### src/rtl/keycode_repeater.sv
`timescale 1ns/1ps
`default_nettype none
// ============================================================================
// Module      : keycode_repeater
// Description : Turns a raw USB keyboard code into frame-timed pulses with an
//               initial pulse, a long first-repeat delay, then periodic
//               auto-repeat. Every nonzero pulse is separated from a different
//               code by at least one frame boundary of zero output.
// Revision    : 1.0 - initial release
// ============================================================================
module keycode_repeater #(
  parameter int PULSE_FRAMES  = 2,
  parameter int DELAY_FRAMES  = 30,
  parameter int REPEAT_FRAMES = 6
) (
  input  logic       Clk,
  input  logic       Reset,
  input  logic       frame_clk,
  input  logic [7:0] raw_keycode,
  output logic [7:0] keycode,
  output logic       key_event,
  output logic       key_held
);

  // Zero-length phases are stretched to one frame; the 8-bit counter
  // saturates at 255, so larger settings are clipped to what it can reach.
  function automatic logic [7:0] clamp_frames(input int val);
    if (val <= 0) begin
      return 8'd1;
    end else if (val >= 255) begin
      return 8'd255;
    end else begin
      return val[7:0];
    end
  endfunction

  localparam logic [7:0] c_pulse  = clamp_frames(PULSE_FRAMES);
  localparam logic [7:0] c_delay  = clamp_frames(DELAY_FRAMES);
  localparam logic [7:0] c_repeat = clamp_frames(REPEAT_FRAMES);

  typedef enum logic [1:0] {
    S_IDLE = 2'd0,
    S_ON   = 2'd1,
    S_OFF  = 2'd2,
    S_GAP  = 2'd3
  } state_t;

  logic       frame_meta_q;
  logic       frame_sync_q;
  logic       frame_prev_q;
  logic       frame_tick;
  logic [7:0] raw_q;

  state_t     state_q, state_d;
  logic [7:0] code_q, code_d;
  logic [7:0] cnt_q, cnt_d;
  logic       first_q, first_d;
  logic       event_d;
  logic [7:0] keycode_d;
  logic       held_d;

  logic [7:0] keycode_q;
  logic       key_event_q;
  logic       key_held_q;

  logic [7:0] cnt_inc;
  logic [7:0] threshold;

  // Bring frame_clk into the Clk domain and register the raw code once.
  always_ff @(posedge Clk or posedge Reset) begin
    if (Reset) begin
      frame_meta_q <= 1'b0;
      frame_sync_q <= 1'b0;
      frame_prev_q <= 1'b0;
      raw_q        <= 8'd0;
    end else begin
      frame_meta_q <= frame_clk;
      frame_sync_q <= frame_meta_q;
      frame_prev_q <= frame_sync_q;
      raw_q        <= raw_keycode;
    end
  end

  assign frame_tick = frame_sync_q & ~frame_prev_q;
  assign cnt_inc    = (cnt_q == 8'hFF) ? cnt_q : cnt_q + 8'd1;
  assign threshold  = first_q ? c_delay : c_repeat;

  // Next-state and next-output logic; a code mismatch always wins over a
  // frame count reaching its limit in the same cycle.
  always_comb begin
    state_d = state_q;
    code_d  = code_q;
    cnt_d   = cnt_q;
    first_d = first_q;
    event_d = 1'b0;
    case (state_q)
      S_IDLE: begin
        if (raw_q != 8'd0) begin
          code_d  = raw_q;
          first_d = 1'b1;
          cnt_d   = 8'd0;
          event_d = 1'b1;
          state_d = S_ON;
        end
      end
      S_ON: begin
        if (raw_q != code_q) begin
          state_d = S_GAP;
          cnt_d   = 8'd0;
        end else if (frame_tick) begin
          if (cnt_inc >= c_pulse) begin
            state_d = S_OFF;
            cnt_d   = 8'd0;
          end else begin
            cnt_d = cnt_inc;
          end
        end
      end
      S_OFF: begin
        if (raw_q != code_q) begin
          state_d = S_GAP;
          cnt_d   = 8'd0;
        end else if (frame_tick) begin
          if (cnt_inc >= threshold) begin
            state_d = S_ON;
            cnt_d   = 8'd0;
            first_d = 1'b0;
            event_d = 1'b1;
          end else begin
            cnt_d = cnt_inc;
          end
        end
      end
      S_GAP: begin
        if (frame_tick) begin
          state_d = S_IDLE;
        end
      end
      default: begin
        state_d = S_IDLE;
      end
    endcase
    keycode_d = (state_d == S_ON) ? code_d : 8'd0;
    held_d    = (state_d == S_ON) || (state_d == S_OFF);
  end

  // State and registered outputs advance together so keycode follows the FSM.
  always_ff @(posedge Clk or posedge Reset) begin
    if (Reset) begin
      state_q     <= S_IDLE;
      code_q      <= 8'd0;
      cnt_q       <= 8'd0;
      first_q     <= 1'b1;
      keycode_q   <= 8'd0;
      key_event_q <= 1'b0;
      key_held_q  <= 1'b0;
    end else begin
      state_q     <= state_d;
      code_q      <= code_d;
      cnt_q       <= cnt_d;
      first_q     <= first_d;
      keycode_q   <= keycode_d;
      key_event_q <= event_d;
      key_held_q  <= held_d;
    end
  end

  assign keycode   = keycode_q;
  assign key_event = key_event_q;
  assign key_held  = key_held_q;

endmodule
`default_nettype wire
### config.mk
export PLATFORM = sky130hd
export DESIGN_NAME = keycode_repeater
export DESIGN_NICKNAME = d
export VERILOG_FILES = /design/src/rtl/keycode_repeater.sv
export SDC_FILE = /design/constraint.sdc
export NUM_CORES = 1
export LEC_CHECK = 0
export ABC_AREA = 1
export BUFFER_PORTS_ARGS = -buffer_cell sky130_fd_sc_hd__buf_4
export CORE_UTILIZATION = 40
export DETAILED_ROUTE_END_ITERATION = 10
export SLEW_MARGIN = 20
export SYNTH_ARGS = -nofsm -noshare
export SYNTH_HDL_FRONTEND = slang
export SYNTH_SLANG_ARGS = --single-unit
### constraint.sdc
create_clock -name Clk -period 2.34 [get_ports Clk]
set_clock_uncertainty 0.15 [all_clocks]
set_input_delay 0.117 -clock Clk [delete_from_list [all_inputs] [get_ports Clk]]
set_output_delay 0.117 -clock Clk [all_outputs]
set_load 0.03 [all_outputs]
==> results.py, run 1 <==
metrics = {
    "status": {
        "status": "finished, violations left",
        "violations": "setup timing",
    },
    "route": {
        "vias": 1817,
        "postRouteAntennaNets": 0,
        "vias_per_cell": 4.70,
        "drt_iter0_drc": 145,
        "wl_met2_um": 2290,
        "drc": 0,
        "firstDrtPassIters": 5,
        "routed.top_layer": "met4",
        "wl_met3_um": 177,
        "wl_met1_um": 2020,
        "routed_wl_um": 4620,
        "wl_per_cell_um": 11.9,
    },
    "logic_synthesis": {
        "syn_area_per_cell_um2": 8.08,
        "muxShareOfSynthArea": 0,
        "synth_top_family_by_area": "simple AND/OR/NAND/NOR gates",
        "synth-compound-area-share": 0.0629,
        "synthXorXnorAreaFrac": 0.0259,
        "yosys.area.top_type": "dfrtp_1",
        "synth_simple_gate_area_frac": 0.299,
        "synthTopCellsByArea": "dfrtp_1 (48%), nand2_1 (15%), inv_1 (5.4%), ha_1 (4.9%), nand3_1 (4.9%)",
        "syn-cell-area_um2": 2030,
        "yosysWarnings": 0,
        "ys_types": 24,
        "synth.ff_latch_count": 40,
        "seq_area_frac_synth": 0.494,
        "synth_fa_ha_area_frac": 0.0494,
        "synth_top_area_share": 0.481,
        "netlist_instances": 251,
        "syn_nets": 270,
    },
    "hold_path": {
        "min_to": "frame_sync_q$_DFF_PP0_",
        "min-delay-start": "frame_meta_q$_DFF_PP0_",
        "min_path_type": "reg2reg",
        "worstHoldPathCells": 0,
    },
    "power": {
        "netSwitchingPower_mw": 1.17,
        "clockPowerShare": 0.153,
        "power_density_nw_per_um2": 980,
        "swShare": 0.413,
        "seqPwrFrac": 0.339,
        "p_leak_nw": 1.45,
        "power_frac_comb": 0.508,
        "internal_power_mw": 1.66,
        "ir_drop_uv": 737,
    },
    "critical_path": {
        "crit_buf_inv": 2,
        "start_kind": "register",
        "worst_path_largest_cell_delay_ns": 0.42,
        "crit_path_max_fanout": 8,
        "cp_slowest_cell": "dfrtp_1",
        "cp_top_family": "simple AND/OR/NAND/NOR gates",
        "reg2reg_slack_ns": -0.13,
        "cp_cell_sequence": "ha_4 -> nand2_4 -> nor2_4 -> nand2_4 -> buf_6 -> nand2_2 -> nand2_1 -> nor2_1 -> nand3_1 -> nand3_1 -> nand2_1 -> nand3_2 -> nand2_2 -> a21oi_4 -> ha_4 -> inv_8 -> a21oi_2",
        "required_ns": 2.41,
        "reg2reg_from": "cnt_q[0]$_DFFE_PP0P_",
        "timing.rr.end": "keycode[2]$_DFF_PP0_",
        "crit_arrival_ns": 2.54,
        "crit_type": "reg2reg",
        "endpoint_kind": "register",
        "worstRegToRegCells": 17,
    },
    "grt": {
        "grt.total_usage": 0.195,
        "antenna_found_initial": 0,
        "grt-ovfl-total": 0,
        "grt_pass1_wl_um": 7820,
        "grt_pass1_vias": 1810,
        "grt_max_degree": 41,
    },
    "die": {
        "dieArea_um2": 5360,
        "fp.coreArea_um2": 4790,
        "die_w_um": 73.2,
        "num_io_pins": 21,
        "rows": 25,
        "start_util": 0.424,
        "die_h_um": 73.2,
    },
    "clocking": {
        "h-tree-depth": 2,
        "cts_buffers": 5,
        "cts_tree": "done",
        "clockBufferDepth": 2,
        "clkLatencyLatePin_ns": 0.29,
        "cts-root-buf": "clkbuf_8",
        "clk_pin_slew_ns": 0.07,
        "cts_sinks": 40,
    },
    "run": {
        "max_cap_violations": 0,
    },
    "timing": {
        "finalSetupViolations": 10,
        "fmax_mhz": 404,
        "finalCritPeriodShare": 1.06,
        "finalWorstSetupSlack_ns": -0.134,
        "finalCriticalPeriod_ns": 2.47,
        "final_hold_viol_count": 0,
        "tightest_slew_ns": 0.500,
        "maxSlewHeadroom": 0.667,
        "rsz0062_at_grt": "yes",
        "maxSlewViolCount": 0,
    },
    "final_layout": {
        "final_common_cell": "nand2_1",
        "layout-drive-gt1-share": 0.347,
        "fin_util": 0.604,
        "fin_nets": 339,
        "num_antenna_cells": 0,
        "mostFrequentLayoutCells": "nand2_1 (73), buf_4 (48), dfrtp_1 (39)",
        "area_growth_pct": 42.6,
        "instances_no_fill": 387,
    },
    "place": {
        "gp_congestion": 0.866,
        "hpwl_um": 3120,
        "io_buffer_count": 20,
        "place_inst": 358,
    },
}
[cells in the mapped netlist, drive strengths merged]
cell type  count
nand2         85
clkbuf         1
inv           32
dfstp          1
nand3         20
or2            3
dfrtp         39
ha             8
nor4           2
nand4          6
xnor2          5
o22ai          1
xor2           1
buf            1
nor2          23
clkinv         1
o21ai          8
a21oi         14
[metal layers]
layer / up-vias / global-route usage
met1: 836 / 0.243
met3: 14 / 0.0401
met2: 41 / 0.325
li1: 926 / -
met5: - / 0
met4: 0 / 0.0850
[metrics by stage]
step                hold WS, ns  setup TNS (ns)  total power [mW]  instance area, µm²  setup WS, ns
global route              0.205           -4.12              3.06                2890        -0.334
floorplan              -0.00157           -1.11              1.72                2060        -0.126
detailed placement       0.0773           -1.58              2.04                2450        -0.194
global placement         0.0760           -1.34              2.02                2450        -0.158
finish                    0.197           -1.14              2.83                2890        -0.134
CTS                       0.197          -0.667              2.74                2780       -0.0861
[sequential cells by signal, indices dropped and copies added, names as in the netlist]
signal and cells:
key_event 1, key_held 1, first_q 1, frame_sync_q 1, raw_q 8, keycode 8, state_q 2, frame_prev_q 1
cnt_q 8, code_q 8, frame_meta_q 1
[worst max path at each step]
stage | from | endpoint | slack, ns | depth (start not counted)
CTS | cnt_q[1]$_DFFE_PP0P_ | keycode[6]$_DFF_PP0_ | -0.09 | 20
finish | cnt_q[0]$_DFFE_PP0P_ | keycode[2]$_DFF_PP0_ | -0.13 | 17
detailed placement | cnt_q[0]$_DFFE_PP0P_ | keycode[2]$_DFF_PP0_ | -0.19 | 19
global route | cnt_q[0]$_DFFE_PP0P_ | keycode[5]$_DFF_PP0_ | -0.33 | 20
global placement | cnt_q[1]$_DFFE_PP0P_ | keycode[3]$_DFF_PP0_ | -0.16 | 19
floorplan | cnt_q[0]$_DFFE_PP0P_ | keycode[0]$_DFF_PP0_ | -0.13 | 20
[layout make-up]
type	count	area [µm²]
Tap cell	67	83.8
Timing Repair Buffer	64	528
Clock buffer	5	68.8
Inverter	33	134
Clock inverter	2	12.5
Fill cell	435	1890
Multi-Input combinational cell	176	1060
Sequential cell	40	1000
[power groups by stage]
stage | logic [mW] | clock network (mW) | registers (mW)
3_3_place_gp | 1.05 | 0 | 0.970
6_report | 1.44 | 0.432 | 0.962
2_1_floorplan | 0.679 | 0 | 1.04
4_1_cts | 1.33 | 0.453 | 0.959
5_1_grt | 1.61 | 0.475 | 0.975
3_5_place_dp | 1.07 | 0 | 0.970
[logic make-up (layout without fill, tap and decap cells)]
kind of cell,count (synthesis),count (layout)
simple gates,139,139
xor+xnor,6,6
buf+inv,35,104
flops,40,40
fa+ha+maj,8,8
compound gates,23,23
[what timing repair did]
action / in CTS / in global routing
hold buffers: 10 / 0
gates resized for setup: 25 / 21
setup endpoints to repair: 9 / 17
endpoints found under the hold margin: 48 / 0
setup buffers: 8 / 6
pin swaps: 13 / 12
No activity file was read; power rests on OpenSTA's default activity.
==> run 2, diff against run 1 <==
--- a/config.mk
+++ b/config.mk
@@ -8,7 +8,10 @@
 export ABC_AREA = 1
 export BUFFER_PORTS_ARGS = -buffer_cell sky130_fd_sc_hd__buf_4
 export CORE_UTILIZATION = 40
+export CTS_CLUSTER_SIZE = 10
 export DETAILED_ROUTE_END_ITERATION = 10
+export GPL_TIMING_DRIVEN = 0
+export SETUP_SLACK_MARGIN = 0.05
 export SLEW_MARGIN = 20
 export SYNTH_ARGS = -nofsm -noshare
 export SYNTH_HDL_FRONTEND = slang
==> results.py, run 2 (synthesis gave the netlist of run 1 again) <==
metrics = {
    "final_layout": {
        "mostFrequentLayoutCells": "nand2_1 (75), dfrtp_1 (39), buf_4 (35)",
        "fin_area_um2": 2740,
        "fin_util": 0.573,
        "instances_no_fill": 373,
        "layout-drive-gt1-share": 0.281,
        "fill_cells": 441,
        "area_growth_pct": 35.2,
        "final_common_cell": "nand2_1",
        "fin_nets": 324,
        "num_antenna_cells": 0,
    },
    "route": {
        "vias": 1738,
        "vias_per_cell": 4.66,
        "routed_wl_um": 4120,
        "drc": 0,
        "postRouteAntennaNets": 0,
        "firstDrtPassIters": 4,
        "drt_iter0_drc": 77,
        "wl_per_cell_um": 11.1,
    },
    "die": {
        "die_w_um": 73.2,
        "dieArea_um2": 5360,
        "rows": 25,
        "die_h_um": 73.2,
        "num_io_pins": 21,
        "start_util": 0.424,
        "fp.coreArea_um2": 4790,
    },
    "clocking": {
        "cts_sinks": 40,
        "h-tree-depth": 2,
        "cts-root-buf": "clkbuf_8",
        "cts_tree": "done",
        "clockBufferDepth": 2,
        "clkLatencyLatePin_ns": 0.28,
        "cts_buffers": 5,
        "clk_pin_slew_ns": 0.08,
    },
    "grt": {
        "grt_max_degree": 28,
        "grt_pass1_wl_um": 6870,
        "grt.total_usage": 0.169,
        "antenna_found_initial": 0,
        "grt_pass1_vias": 1680,
        "grt-ovfl-total": 0,
    },
    "hold_path": {
        "min_path_type": "in2async",
    },
    "critical_path": {
        "cp_cell_sequence": "ha_4 -> nand2_4 -> nor2_4 -> nand2_2 -> buf_6 -> nand2_4 -> ha_4 -> inv_2 -> a21oi_2 -> nand2_1 -> nand2_1 -> nand2_1 -> nand2_2 -> nand3_2 -> nand3_2 -> nand2_2 -> a21oi_4 -> ha_4 -> inv_8 -> a21oi_2",
        "cp_slowest_cell": "dfrtp_1",
        "crit_buf_inv": 3,
        "required_ns": 2.41,
        "worst_path_largest_cell_delay_ns": 0.42,
        "crit_path_max_fanout": 8,
        "endpoint_kind": "register",
        "crit_arrival_ns": 2.58,
        "cp_top_family": "simple AND/OR/NAND/NOR gates",
        "crit_type": "reg2reg",
        "start_kind": "register",
    },
    "timing": {
        "fin_tns_setup_ns": -1.52,
        "finalCritPeriodShare": 1.07,
        "finalWorstSetupSlack_ns": -0.175,
        "tightest_slew_ns": 0.458,
        "rsz0062_at_grt": "yes",
        "maxSlewHeadroom": 0.695,
        "finalCriticalPeriod_ns": 2.52,
        "maxSlewViolCount": 0,
        "finalSetupViolations": 10,
        "final_hold_viol_count": 0,
        "fmax_mhz": 398,
    },
    "place": {
        "io_buffer_count": 20,
        "gp_congestion": 0.797,
        "placed_area_um2": 2320,
        "hpwl_um": 2810,
        "place_inst": 339,
    },
    "status": {
        "violations": "setup timing",
        "status": "finished, violations left",
    },
    "power": {
        "p_leak_nw": 1.35,
        "ir_drop_uv": 536,
        "power_density_nw_per_um2": 985,
    },
    "run": {
        "max_cap_violations": 0,
    },
}
run 2: cell count changes in the layout (fill, tap and decap cells not counted), sizes merged:
cell	delta
buf	-16
clkbuf	+2
run 2: timing repair:
item                                    4_1_cts  5_1_grt
pin swaps                                     8        7
endpoints found under the setup margin       12       17
hold buffers                                 10        0
resized for setup                            19       10
hold endpoints to repair                     48        0
setup buffers                                13        3
run 2: cell type report:
class,instances,area [µm²],share of cell area
buffer,2,15.0,0.00548
clock buffer,6,72.6,0.0265
clock inverter,2,16.3,0.00593
inverter,33,136,0.0497
multi-input combinational,176,1020,0.372
sequential,40,1000,0.366
tap,67,83.8,0.0306
timing repair buffer,47,394,0.144
run 2: path summary, 6_finish.rpt:
kind | from | endpoint | slack, ns | cells after the start
max | cnt_q[1]$_DFFE_PP0P_ | keycode[5]$_DFF_PP0_ | -0.18 | 20
min | Reset | code_q[7]$_DFF_PP0_ | 0.18 | 3
max reg2reg | cnt_q[1]$_DFFE_PP0P_ | keycode[5]$_DFF_PP0_ | -0.18 | 20
min reg2reg | frame_meta_q$_DFF_PP0_ | frame_sync_q$_DFF_PP0_ | 0.21 | 0
max in group asynchronous | Reset | first_q$_DFFE_PP1P_ | 1.35 | 4
min in group Clk | frame_meta_q$_DFF_PP0_ | frame_sync_q$_DFF_PP0_ | 0.21 | 0
run 2: through the flow:
stage,hold WS (ns),total power [mW],worst slack (ns)
2_1_floorplan,-0.00157,1.72,-0.126
3_3_place_gp,0.0762,1.98,-0.379
3_5_place_dp,-0.0575,1.99,-0.377
4_1_cts,0.180,2.70,-0.182
5_1_grt,0.212,2.92,-0.310
6_report,0.184,2.70,-0.175
run 2: tightest hold or removal path: stages:
cell and delay [ns]:
dlygate4sd3_1 0.53, buf_4 0.13, inv_2 0.24
run 2: power breakdown:
| part | switching (mW) | internal [mW] |
|---|---|---|
| Sequential | 0.101 | 0.858 |
| Combinational | 0.787 | 0.509 |
| Clock | 0.234 | 0.212 |
run 2: per-layer routing:
metal,up-vias,track usage,part of all wire
met4,0,0.0784,0.0092
met2,23,0.297,0.51
met3,4,0.0262,0.021
li1,902,-,-
met1,809,0.201,0.46
met5,-,0,0
